==> src/rtl/fetch_sequencer_pkg.sv <==
// Shared cycle encodings and request-priority decode for the instruction-fetch sequencer.
// Optional stack checking is selected with FETCH_STACK_CHECK_EN (see pc_stack).
package fetch_sequencer_pkg;

    localparam int unsigned CYCLE_W = 3;

    localparam logic [CYCLE_W-1:0] M1_IDX = 3'd3;
    localparam logic [CYCLE_W-1:0] M2_IDX = 3'd4;
    localparam logic [CYCLE_W-1:0] X1_IDX = 3'd5;
    localparam logic [CYCLE_W-1:0] X3_IDX = 3'd7;

    typedef enum logic [CYCLE_W-1:0] {
        CYC_A1 = 3'd0,
        CYC_A2 = 3'd1,
        CYC_A3 = 3'd2,
        CYC_M1 = M1_IDX,
        CYC_M2 = M2_IDX,
        CYC_X1 = X1_IDX,
        CYC_X2 = 3'd6,
        CYC_X3 = X3_IDX
    } cycle_e;

    typedef enum logic [2:0] {
        REQ_NONE,
        REQ_POP,
        REQ_CALL,
        REQ_JUMP,
        REQ_SHORT
    } req_e;

    // Return beats call; a push without a long jump is not a request at all.
    function automatic req_e req_decode(input logic pop, input logic load,
                                        input logic load_short, input logic push);
        if (pop)             return REQ_POP;
        if (load && push)    return REQ_CALL;
        if (load)            return REQ_JUMP;
        if (load_short)      return REQ_SHORT;
        return REQ_NONE;
    endfunction

endpackage

==> src/rtl/fetch_sequencer_pc_stack.sv <==
// Return-address stack for the fetch sequencer. FETCH_STACK_CHECK_EN selects a bounded
// stack with sticky overflow/underflow flags; otherwise the stack is circular.
module pc_stack
    import fetch_sequencer_pkg::*;
#(
    parameter int unsigned ADDR_W      = 12,
    parameter int unsigned STACK_DEPTH = 3
) (
    input  logic              clk,
    input  logic              rstN,
    input  logic              push_en,
    input  logic              pop_en,
    input  logic [ADDR_W-1:0] push_addr,
    output logic [ADDR_W-1:0] pop_addr,
    output logic              pop_ok,
    output logic              stack_ovf,
    output logic              stack_unf
);

    localparam int unsigned SP_W  = $clog2(STACK_DEPTH + 1);
    localparam int unsigned IDX_W = (STACK_DEPTH > 1) ? $clog2(STACK_DEPTH) : 1;

    logic [ADDR_W-1:0] stack_q [STACK_DEPTH];
    logic [ADDR_W-1:0] stack_d [STACK_DEPTH];
    logic [SP_W-1:0]   sp_q, sp_d, top;
    logic              wr_en;

`ifdef FETCH_STACK_CHECK_EN
    localparam logic [SP_W-1:0] SP_FULL = SP_W'(STACK_DEPTH);

    logic ovf_q, ovf_d, unf_q, unf_d;

    always_comb begin
        sp_d   = sp_q;
        wr_en  = 1'b0;
        ovf_d  = ovf_q;
        unf_d  = unf_q;
        pop_ok = (sp_q != '0);
        top    = pop_ok ? (sp_q - SP_W'(1)) : '0;
        if (pop_en) begin
            if (pop_ok) sp_d  = top;
            else        unf_d = 1'b1;
        end else if (push_en) begin
            if (sp_q == SP_FULL) begin
                ovf_d = 1'b1;
            end else begin
                wr_en = 1'b1;
                sp_d  = sp_q + SP_W'(1);
            end
        end
    end

    always_ff @(posedge clk or negedge rstN) begin
        if (!rstN) begin
            ovf_q <= 1'b0;
            unf_q <= 1'b0;
        end else begin
            ovf_q <= ovf_d;
            unf_q <= unf_d;
        end
    end

    assign stack_ovf = ovf_q;
    assign stack_unf = unf_q;
`else
    // Pointer stays in 0..STACK_DEPTH-1 and wraps both ways, so overflow overwrites the oldest entry.
    always_comb begin
        sp_d   = sp_q;
        wr_en  = 1'b0;
        pop_ok = 1'b1;
        top    = (sp_q == '0) ? SP_W'(STACK_DEPTH - 1) : (sp_q - SP_W'(1));
        if (pop_en) begin
            sp_d = top;
        end else if (push_en) begin
            wr_en = 1'b1;
            sp_d  = (sp_q == SP_W'(STACK_DEPTH - 1)) ? '0 : (sp_q + SP_W'(1));
        end
    end

    assign stack_ovf = 1'b0;
    assign stack_unf = 1'b0;
`endif

    always_comb begin
        stack_d = stack_q;
        if (wr_en) stack_d[IDX_W'(sp_q)] = push_addr;
    end

    assign pop_addr = stack_q[IDX_W'(top)];

    always_ff @(posedge clk or negedge rstN) begin
        if (!rstN) begin
            sp_q <= '0;
            for (int unsigned i = 0; i < STACK_DEPTH; i++) stack_q[i] <= '0;
        end else begin
            sp_q    <= sp_d;
            stack_q <= stack_d;
        end
    end

endmodule

==> src/rtl/fetch_sequencer.sv <==
// Instruction-fetch sequencer: 8-state machine cycle, OPR/OPA latches, PC and call stack.
// Define FETCH_STACK_CHECK_EN for a bounded stack with sticky overflow/underflow flags.
module fetch_sequencer
    import fetch_sequencer_pkg::*;
#(
    parameter int unsigned ADDR_W      = 12,
    parameter int unsigned PAGE_W      = 8,
    parameter int unsigned DATA_W      = 4,
    parameter int unsigned STACK_DEPTH = 3
) (
    input  logic              clk,
    input  logic              rstN,
    input  logic [DATA_W-1:0] romData,
    input  logic              pcLoad,
    input  logic              pcLoadShort,
    input  logic              pushReq,
    input  logic              popReq,
    input  logic [ADDR_W-1:0] pcNew,
    output logic [2:0]        cycle,
    output logic              sync,
    output logic [ADDR_W-1:0] pcAddr,
    output logic [DATA_W-1:0] opr,
    output logic [DATA_W-1:0] opa,
    output logic              instrValid,
    output logic              stackOvf,
    output logic              stackUnf
);

    cycle_e            cycle_q, cycle_d;
    logic [ADDR_W-1:0] pc_q, pc_d, pop_addr;
    logic [DATA_W-1:0] opr_q, opr_d, opa_q, opa_d;
    logic              push_en, pop_en, pop_ok;
    req_e              req;

    always_comb begin
        cycle_d = (cycle_q == CYC_X3) ? CYC_A1 : cycle_e'(cycle_q + 3'd1);
        opr_d   = opr_q;
        opa_d   = opa_q;
        pc_d    = pc_q;
        req     = REQ_NONE;
        push_en = 1'b0;
        pop_en  = 1'b0;

        if (cycle_q == CYC_M1) opr_d = romData;
        if (cycle_q == CYC_M2) begin
            opa_d = romData;
            pc_d  = pc_q + ADDR_W'(1);
        end

        // By X3 pc_q already holds PC+1: it is both the return address and the short-jump page.
        if (cycle_q == CYC_X3) begin
            req = req_decode(popReq, pcLoad, pcLoadShort, pushReq);
            case (req)
                REQ_POP: begin
                    pop_en = 1'b1;
                    if (pop_ok) pc_d = pop_addr;
                end
                REQ_CALL: begin
                    push_en = 1'b1;
                    pc_d    = pcNew;
                end
                REQ_JUMP:  pc_d = pcNew;
                REQ_SHORT: pc_d = {pc_q[ADDR_W-1:PAGE_W], pcNew[PAGE_W-1:0]};
                default:   ;
            endcase
        end
    end

    always_ff @(posedge clk or negedge rstN) begin
        if (!rstN) begin
            cycle_q <= CYC_A1;
            pc_q    <= '0;
            opr_q   <= '0;
            opa_q   <= '0;
        end else begin
            cycle_q <= cycle_d;
            pc_q    <= pc_d;
            opr_q   <= opr_d;
            opa_q   <= opa_d;
        end
    end

    pc_stack #(
        .ADDR_W      (ADDR_W),
        .STACK_DEPTH (STACK_DEPTH)
    ) u_pc_stack (
        .clk       (clk),
        .rstN      (rstN),
        .push_en   (push_en),
        .pop_en    (pop_en),
        .push_addr (pc_q),
        .pop_addr  (pop_addr),
        .pop_ok    (pop_ok),
        .stack_ovf (stackOvf),
        .stack_unf (stackUnf)
    );

    assign cycle      = cycle_q;
    assign sync       = (cycle_q == CYC_X3);
    assign instrValid = (cycle_q == CYC_X1);
    assign pcAddr     = pc_q;
    assign opr        = opr_q;
    assign opa        = opa_q;

endmodule

==> config.mk <==
export PLATFORM = sky130hd
export DESIGN_NAME = fetch_sequencer
export DESIGN_NICKNAME = d
export VERILOG_FILES = /design/src/rtl/fetch_sequencer_pkg.sv /design/src/rtl/fetch_sequencer_pc_stack.sv /design/src/rtl/fetch_sequencer.sv
export SDC_FILE = /design/constraint.sdc
export NUM_CORES = 1
export LEC_CHECK = 0
export CORE_MARGIN = 2
export CORE_UTILIZATION = 50
export DETAILED_ROUTE_END_ITERATION = 16
export HOLD_SLACK_MARGIN = 0.03
export PLACE_DENSITY_LB_ADDON = 0.3
export SYNTH_ARGS = -nofsm -noshare
export SYNTH_HDL_FRONTEND = slang
export SYNTH_SLANG_ARGS = --single-unit
export TNS_END_PERCENT = 5
==> constraint.sdc <==
create_clock -name clk -period 4.2 [get_ports clk]
set_clock_uncertainty 0.15 [all_clocks]
set_input_delay 0.84 -clock clk [delete_from_list [all_inputs] [get_ports clk]]
set_output_delay 0.84 -clock clk [all_outputs]
set_load 0.005 [all_outputs]
==> results of run 1 <==
## placed cells by master, fill, tap and decap left out, drive strengths merged, types with 4 or more instances in the layout
cell           Yosys  final
clkdlybuf4s50      0     45
nand3              9      9
nor2               8      8
mux2              49     49
ha                12     12
o21ai             10     10
xor2               4      4
a22o               6      6
buf               11      4
a221oi             4      4
a21oi              6      6
nand2             19     19
mux2i              6      6
nand4              5      5
a32o               4      4
clkbuf             7     10
inv                7      7
dfrtp             61     61
## state kept, by name (all words and copies together) (netlist names)
register / flops
u_pc_stack.stack_q: 36
pcAddr: 12
opr: 4
opa: 4
u_pc_stack.sp_q: 2
cycle: 3
## cell families (layout without fill, tap and decap cells)
group           count (synthesis)  count (layout)  synth area share
flops                          61              61             0.496
simple gates                   57              57            0.0960
mux                            55              55             0.199
compound gates                 43              43             0.102
buf+inv                        25              72            0.0366
fa+ha+maj                      12              12            0.0488
xor+xnor                        7               7            0.0199
other cells                     1               2           0.00122
## per-layer routing
layer / vias up / routed length [um]
met4: 0 / 112
met1: 1101 / 2890
met3: 17 / 401
met5: - / 0
li1: 1045 / -
met2: 72 / 3370
## stage by stage
stage                     total power, mW  hold slack [ns]  utilization
after floorplan                     0.925            0.294            -
after global placement               1.07            0.311        0.602
after detailed placement             1.07            0.318        0.602
after CTS                            1.69            0.339        0.643
after global routing                 1.77            0.366        0.643
final                                1.68            0.337        0.643
## final timing paths
| path | slack [ns] | depth (start not counted) | to | from |
|---|---|---|---|---|
| max | 1.14 | 3 | sync | cycle[0]$_DFF_PN0_ |
| min | 0.34 | 2 | u_pc_stack.stack_q[0]$_DFFE_PN0P_ | u_pc_stack.stack_q[0]$_DFFE_PN0P_ |
| max reg2reg | 1.54 | 5 | u_pc_stack.stack_q[16]$_DFFE_PN0P_ | cycle[0]$_DFF_PN0_ |
| min reg2reg | 0.34 | 2 | u_pc_stack.stack_q[0]$_DFFE_PN0P_ | u_pc_stack.stack_q[0]$_DFFE_PN0P_ |
| max in group asynchronous | 2.65 | 2 | u_pc_stack.stack_q[27]$_DFFE_PN0P_ | rstN |
| min in group asynchronous | 0.43 | 1 | u_pc_stack.stack_q[17]$_DFFE_PN0P_ | rstN |
## area by class of cell
class                   instances  area (um^2)  area share
well taps                      75         93.8      0.0247
inverters                       7         26.3     0.00691
multi-input cells             176         1440       0.379
clock inverters                 6          111      0.0293
clock buffers                  10          128      0.0335
repair buffers                 49          478       0.126
flip-flops and latches         61         1530       0.401
## critical path, stage by stage (launching register included)
cell                              delay, ns
sky130_fd_sc_hd__dfrtp_1               0.42
sky130_fd_sc_hd__ha_1                  0.20
sky130_fd_sc_hd__ha_1                  0.49
sky130_fd_sc_hd__clkdlybuf4s50_1       0.61
## report_power, final
group	internal (mW)	switching [mW]
Sequential	0.645	0.0618
Combinational	0.164	0.189
Clock	0.394	0.230
Total	1.20	0.481
==> run summary, run 1 <==
- most frequent cells after synthesis: sky130_fd_sc_hd__dfrtp_1, sky130_fd_sc_hd__mux2_2, sky130_fd_sc_hd__nand2_1, sky130_fd_sc_hd__ha_1, sky130_fd_sc_hd__o21ai_0
- TritonCTS clock tree: yes
- CP Launch Type: register
- fraction of final layout cells with drive strength greater than 1: 0.233
- async set or reset register ratio after synthesis: 1.00
- final cell count without fillers: 384
- Total Wirelength: 6.77 mm
- endpoint kind of the worst setup timing path: output pin
- total number of nets in the final design: 338
- via count of the first global-routing pass: 2,226
- H-Tree Depth: 3
- library cells used by synthesis: 40
- buffer cell driving the clock tree root: sky130_fd_sc_hd__clkbuf_8
- vertical extent of the die: 82.4 um
- half-perimeter wire length after placement: 4.62 mm
- Synth top area share: 0.496
- average cell area after synthesis: 11.8 um^2
- met3 GRT Util: 0.0674
- remaining global-route overflow: 0
- antenna violations before repair: 0
- horizontal die dimension: 82.4 um
- maximum number of pins on one net before global-route repair: 37
- RSZ-0062 raised after global routing: no
- crit path DAT: 2.07 ns
- hold_buf cts: 0
- fill cell instance count of the final layout: 469
- first-pass detailed-route iteration total: 4
- std cell rows: 28
- Total Die Area: 6800 um^2
- count of antenna-violating nets left after detailed routing: 0
- most frequent cell after synthesis: sky130_fd_sc_hd__dfrtp_1
- proportion of synthesized chip area in sequential cells: 0.496
- setup fix buffers added after clock tree synthesis: 0
- post-route setup TNS: 0 ns
- required time worst endpoint: 3.21 ns
- number of register bits inferred by synthesis: 61
- crit path time final: 3.06 ns
- number of enable flip-flop cells after synthesis: 0
- power density normalized to cell area: 442 nW/um^2
- post-synthesis cell count: 261
- number of buffers inserted by port buffering: 46
- number of vias per cell after detailed routing: 5.82
- Top-Level Pins: 49
- status: finished clean
- cell area after synthesis: 3080 um^2
- CTS resizes: 0
- instance area after placement: 3570 um^2
- library cell occupying the most area in the post-synthesis netlist: sky130_fd_sc_hd__dfrtp_1
- Via Count: 2,235
- worst-skew pair later-pin latency: 0.35 ns
- number of antenna cells inserted: 0
- final count of hold timing violations: 0
- starting density of the core: 0.520
- final instance area: 3800 um^2
- final number of max-transition violations: 0
- CTS buffer count: 9
- top cells by area, synth: sky130_fd_sc_hd__dfrtp_1, sky130_fd_sc_hd__mux2_2, sky130_fd_sc_hd__ha_1, sky130_fd_sc_hd__nand2_1, sky130_fd_sc_hd__mux2i_1
- type of the setup path with the least slack: reg2out
- # setup viols final: 0
- Yosys Warn Count: 0
- fmax: 327 MHz
- worst setup slack before clock tree synthesis: 1.14 ns
- Max-cap violations: 0
- Final WS setup: 1.14 ns
- routed wire length per instance: 17.6 um
- placed cell count: 368
- met1 usage in global routing: 0.294
- maximum count of clock buffers along a single path: 2
- type of the worst min-delay path: reg2reg
- transition time at the pin with the least slew margin: 0.927 ns
- drt initial violations: 177
- dominant synthesized flop cell: sky130_fd_sc_hd__dfrtp_1
- layout overhead on the synthesized area: 23.7%
- worst max-slew margin expressed relative to the limit: 0.373
- placer congestion estimate: 0.840
- clock transition at the registers of the reported paths: 0.06 ns
- Core Footprint: 5920 um^2
- GR peak layer: met2
- worst IR drop on VDD: 0.264 mV
- final worst path period share: 0.728
- first-pass GRT wire length: 11.3 mm
- Crit Path Max Fanout: 14
- number of remaining DRC errors: 0
- global-route met2 utilization: 0.375
- leakage dissipation: 1.71 nW
- CTS sink count: 61
- global router's overall resource usage: 0.230
Power figures use the tool's default switching activity.
==> run 2, diff against run 1 <==
Clock period 4.2 ns to 2.9 ns, I/O delays scaled along.
==> run summary, run 2 (synthesized netlist as in run 1, its figures left out) <==
- register ranked first by flip-flop count: u_pc_stack.stack_q
- post-route setup TNS: 0 ns
- endpoint of the worst register-to-register path: pcAddr[6]$_DFF_PN0_
- starting density of the core: 0.520
- number of remaining DRC errors: 0
- cells along the critical path: ha_1, ha_1, clkdlybuf4s50_1
- worst setup slack before clock tree synthesis: 0.350 ns
- maximum count of clock buffers along a single path: 2
- maximum number of pins on one net before global-route repair: 62
- Largest register FFs: 36
- type of the setup path with the least slack: reg2out
- status: finished clean
- final worst path period share: 0.866
- number of cell instances on the worst register-to-register path: 7
- commonest non-fill, non-tap cell in the layout: sky130_fd_sc_hd__dfrtp_1
- remaining global-route overflow: 0
- NetSw: 697 uW
- fraction of final layout cells with drive strength greater than 1: 0.255
- Top-Level Pins: 49
- power density normalized to cell area: 650 nW/um^2
- CTS buffer count: 9
- worst IR drop on VDD: 0.467 mV
- final count of hold timing violations: 0
- std cell rows: 28
- instance area after placement: 3630 um^2
- Critical R2R Launch: u_pc_stack.sp_q[0]$_DFFE_PN0P_
- crit path DAT: 1.78 ns
- final number of max-transition violations: 0
- Total Wirelength: 7.03 mm
- first-pass detailed-route iteration total: 4
- fmax: 398 MHz
- share of total power consumed by net switching: 0.275
- buffer cell driving the clock tree root: sky130_fd_sc_hd__clkbuf_8
- leading cell types in the layout, fill and taps excluded: sky130_fd_sc_hd__dfrtp_1, sky130_fd_sc_hd__mux2_2, sky130_fd_sc_hd__clkdlybuf4s50_1
- RSZ-0062 raised after global routing: no
- max incr delay on CP: 0.54 ns
- vertical extent of the die: 82.4 um
- number of vias per cell after detailed routing: 5.77
- Sequential Power Share: 0.405
- antenna violations before repair: 0
- cell family with the largest share of critical-path delay: buffers and inverters
- placer congestion estimate: 0.828
- transition time at the pin with the least slew margin: 0.776 ns
- half-perimeter wire length after placement: 4.89 mm
- crit path time final: 2.51 ns
- Crit Path Max Fanout: 5
- endpoint kind of the worst setup timing path: output pin
- Core Footprint: 5920 um^2
- worst path bufs/invs: 1
- Slowest-stage cell, CP: sky130_fd_sc_hd__clkdlybuf4s50_1
- Layout Utilization: 0.657
- count of antenna-violating nets left after detailed routing: 0
- # setup viols final: 0
- Final WS setup: 0.387 ns
- most frequent CP cell: sky130_fd_sc_hd__ha_1
- CP Launch Type: register
- via count of the first global-routing pass: 2,286
- number of antenna cells inserted: 0
- TritonCTS clock tree: yes
- clock transition at the registers of the reported paths: 0.06 ns
- drt initial violations: 125
- leakage dissipation: 1.77 nW
- horizontal die dimension: 82.4 um
- worst-skew pair later-pin latency: 0.35 ns
- final instance area: 3890 um^2
- Combinational Power Share: 0.210
- total number of nets in the final design: 347
- global router's overall resource usage: 0.231
- type of the worst min-delay path: in2async
- worst max-slew margin expressed relative to the limit: 0.483
- H-Tree Depth: 3
- clock share of power: 0.384
- routed wire length per instance: 17.9 um
- reg-to-reg slack, setup: 0.52 ns
- Max-cap violations: 0
- number of buffers inserted by port buffering: 46
- setup fix buffers added after clock tree synthesis: 0
- CTS resizes: 0
- Via Count: 2,266
- required time worst endpoint: 2.17 ns
- CTS sink count: 61
- layout overhead on the synthesized area: 26.5%
- first-pass GRT wire length: 11.4 mm
- Total Die Area: 6800 um^2
- internal power: 1.83 mW
- hold_buf cts: 0
[run 2: cell count changes in the layout (fill, tap and decap cells not counted)]
cell	previous run	this run
sky130_fd_sc_hd__buf_4	3	12
sky130_fd_sc_hd__clkinv_4	1	0
sky130_fd_sc_hd__clkinvlp_4	1	0
sky130_fd_sc_hd__clkinv_2	1	0
sky130_fd_sc_hd__clkbuf_8	9	12
[run 2: power by group through the flow]
stage,clock network (mW),logic (mW),registers [mW]
2_1_floorplan,0,0.336,1.00
3_3_place_gp,0,0.531,1.04
3_5_place_dp,0,0.534,1.04
4_1_cts,0.987,0.539,1.03
5_1_grt,1.03,0.583,1.04
6_report,0.973,0.532,1.03
[run 2: final cells by class]
class                           instances  area, um^2
Fill cell                             460        2030
Sequential cell                        61        1530
Multi-Input combinational cell        176        1440
Timing Repair Buffer                   58         546
Clock buffer                           13         169
Tap cell                               75        93.8
Clock inverter                          3        90.1
Inverter                                7        26.3
[run 2: worst max path at each step]
stage | cells past startpoint | start | endpoint | slack [ns]
CTS | 3 | cycle[0]$_DFF_PN0_ | sync | 0.36
global placement | 4 | pcLoad | u_pc_stack.stack_q[11]$_DFFE_PN0P_ | 0.39
global route | 3 | cycle[0]$_DFF_PN0_ | sync | 0.29
finish | 3 | cycle[0]$_DFF_PN0_ | sync | 0.39
floorplan | 7 | cycle[0]$_DFF_PN0_ | u_pc_stack.stack_q[10]$_DFFE_PN0P_ | 0.73
detailed placement | 4 | pcLoad | u_pc_stack.stack_q[10]$_DFFE_PN0P_ | 0.35
[run 2: per-stage QoR]
step / hold slack [ns] / total power [mW] / instances
2_1_floorplan: 0.134 / 1.34 / 262
3_3_place_gp: 0.307 / 1.57 / 377
3_5_place_dp: 0.324 / 1.57 / 377
4_1_cts: 0.269 / 2.55 / 393
5_1_grt: 0.323 / 2.65 / 393
6_report: 0.246 / 2.53 / 393
[run 2: routing by layer]
layer / global-route usage / up-vias / wire, um
li1: - / 1056 / -
met1: 0.284 / 1116 / 2990
met2: 0.385 / 81 / 3470
met3: 0.0772 / 13 / 426
met4: 0.0733 / 0 / 136
met5: 0 / - / 0
==> variant, RTL diff (settings of run 1) <==
Register the output `sync`, cleared by the reset; this adds one clock of latency there. The other outputs are not delayed to match.
--- a/src/rtl/fetch_sequencer.sv
+++ b/src/rtl/fetch_sequencer.sv
@@ -96,7 +96,13 @@
     );
 
     assign cycle      = cycle_q;
-    assign sync       = (cycle_q == CYC_X3);
+    always_ff @(posedge clk or negedge rstN) begin
+        if (!rstN) begin
+            sync <= '0;
+        end else begin
+            sync <= (cycle_q == CYC_X3);
+        end
+    end
     assign instrValid = (cycle_q == CYC_X1);
     assign pcAddr     = pc_q;
     assign opr        = opr_q;
Behaviour: not the same (Yosys sat finds a counterexample within 10 cycles, from zero or initial values and one cycle with rstN low).
==> variant against run 1 <==
- routed wire length grew 1.7%
- sequential cell count grew 1
- sequential share of layout area grew 0.64 points
- area after synthesis grew 0.81%
- final cell count grew 0.26%
- cell area is essentially flat
- fmax grew 13%
- setup slack gained 0.35 ns
- total power shrank 2.5%
- global-route usage shrank 0.43 points
- critical path type is now primary input to register
- largest cell class unchanged
==> variant: results (changes against run 1) <==
* Largest net degree at the start of global routing at 36 (was 37)
* Most numerous cell types in the synthesized netlist: 62 x sky130_fd_sc_hd__dfrtp_1, 49 x sky130_fd_sc_hd__mux2_2, 19 x sky130_fd_sc_hd__nand2_1, 12 x sky130_fd_sc_hd__ha_1, 10 x sky130_fd_sc_hd__o21ai_0 (was 61 x sky130_fd_sc_hd__dfrtp_1, 49 x sky130_fd_sc_hd__mux2_2, 19 x sky130_fd_sc_hd__nand2_1, 12 x sky130_fd_sc_hd__ha_1, 10 x sky130_fd_sc_hd__o21ai_0)
* Cts bufs inserted at 9 (unchanged)
* Clock-pin slew of the registers on the worst-case setup and hold paths at 0.07 ns
* Maximum buffer depth of the clock tree at 2 (unchanged)
* GRT Resource Usage Total at 0.226 (was 0.230)
* Number of flip-flops in the largest register at 36 (unchanged)
* Leading register cell type out of synthesis: sky130_fd_sc_hd__dfrtp_1 (unchanged)
* Placed cell areas at 3590 sq um (was 3570 sq um)
* Largest reg by FF count: u_pc_stack.stack_q (unchanged)
* Cell types occupying the most area after synthesis: sky130_fd_sc_hd__dfrtp_1 50%, sky130_fd_sc_hd__mux2_2 18%, sky130_fd_sc_hd__ha_1 4.8% (was sky130_fd_sc_hd__dfrtp_1 50%, sky130_fd_sc_hd__mux2_2 18%, sky130_fd_sc_hd__ha_1 4.9%)
* Number of violations reported at the end of detailed-routing iteration 0 at 190 (was 177)
* Number of iterations in the first detailed-routing pass at 4 (unchanged)
* Count of buffers added by post-CTS timing repair for setup at 0 (unchanged)
* Peak supply drop at 262 uV (was 264 uV)
* Unique cell type count in the Yosys netlist at 40 (unchanged)
* Per-cell via count in the routed design at 5.77 (was 5.82)
* Post-layout nets at 339 (was 338)
* Clock H-tree levels at 3 (unchanged)
* Transition time of the tightest slew-check pin at 0.954 ns (was 0.927 ns)
* Total detailed-routing wirelength at 6890 um (was 6770 um)
* Max Fanout on Critical Path at 21 (was 14)
* Register area share after synthesis at 0.500 (was 0.496)
* Outcome: finished clean (unchanged)
* First-pass GRT wire length at 11,200 um (was 11,300 um)
* Number of antenna violations at the first check in global routing at 0 (unchanged)
* Post-CTS Resized at 0 (unchanged)
* Weighted congestion reported at the end of routability-driven placement at 0.798 (was 0.840)
* Buffer cell driving the clock tree root: sky130_fd_sc_hd__clkbuf_8 (unchanged)
* FILL cells at 507 (was 469)
* Leak pwr at 1.72 nW (was 1.71 nW)
* DP Wirelength at 4710 um (was 4620 um)
* Final setup fails at 0 (unchanged)
* Via count of the first global-routing pass at 2,196 (was 2,226)
* Number of antenna diodes at 0 (unchanged)
* Port Buffer Count at 46 (unchanged)
* Proportion of layout cells with a drive suffix above 1 at 0.229 (was 0.233)
* Synth warn at 0 (unchanged)
* Worst Hold Class: register to register (unchanged)
* Clock insertion delay at the later pin of the skew report at 0.33 ns (was 0.35 ns)
* Fraction of registers with async set or reset after synthesis at 1.00 (unchanged)
==> variant: cells by family after synthesis <==
| family | synth area share |
|---|---|
| AOI/OAI and AO/OA | 0.102 |
| xor gates and xnor gates | 0.0198 |
| muxes | 0.197 |
| and+or+nand+nor | 0.0952 |
| buffers and inverters | 0.0363 |
| DFF | 0.500 |
| other | 0.00121 |
| adders and majority gates | 0.0484 |
==> variant: layer usage <==
| metal | vias to the layer above | share of wire | global-route usage |
|---|---|---|---|
| met2 | 71 | 0.49 | 0.360 |
| li1 | 1037 | - | - |
| met4 | 0 | 0.019 | 0.105 |
| met5 | - | 0 | 0 |
| met3 | 11 | 0.059 | 0.0478 |
| met1 | 1102 | 0.43 | 0.295 |
==> variant: area by class of cell <==
type	instances	area share
clock inverters	4	0.0184
well taps	75	0.0247
multi-input cells	176	0.379
repair buffers	49	0.126
inverters	7	0.00690
flip-flops and latches	62	0.408
clock buffers	12	0.0381
==> variant: worst paths after layout <==
check | startpoint | to | slack [ns] | cells after the start
min in group asynchronous | rstN | u_pc_stack.stack_q[17]$_DFFE_PN0P_ | 0.36 | 1
max in group asynchronous | rstN | u_pc_stack.sp_q[1]$_DFFE_PN0P_ | 2.68 | 2
worst max register to register | cycle[0]$_DFF_PN0_ | u_pc_stack.stack_q[32]$_DFFE_PN0P_ | 1.50 | 5
worst min register to register | u_pc_stack.stack_q[12]$_DFFE_PN0P_ | u_pc_stack.stack_q[12]$_DFFE_PN0P_ | 0.33 | 2
worst min-delay path | u_pc_stack.stack_q[12]$_DFFE_PN0P_ | u_pc_stack.stack_q[12]$_DFFE_PN0P_ | 0.33 | 2
worst max-delay path | popReq | u_pc_stack.stack_q[32]$_DFFE_PN0P_ | 1.49 | 5
==> variant: report_power, final <==
part	switching (mW)	internal, mW	total, mW
combinational	0.194	0.164	0.359
sequential	0.0617	0.655	0.716
clock	0.218	0.349	0.566
==> variant: per-stage QoR <==
step | hold WS, ns | instances | worst slack (ns) | util
3_3_place_gp | 0.310 | 369 | 1.21 | 0.603
2_1_floorplan | 0.294 | 263 | 2.02 | -
5_1_grt | 0.361 | 385 | 1.31 | 0.639
3_5_place_dp | 0.316 | 369 | 1.16 | 0.603
6_report | 0.330 | 385 | 1.49 | 0.639
4_1_cts | 0.332 | 385 | 1.51 | 0.639
==> variant: worst max-delay path: stages <==
cell,delay [ns]
sky130_fd_sc_hd__clkdlybuf4s50_1,0.45
sky130_fd_sc_hd__buf_4,0.24
sky130_fd_sc_hd__and4b_1,0.30
sky130_fd_sc_hd__nand2_1,0.52
sky130_fd_sc_hd__mux2_2,0.41
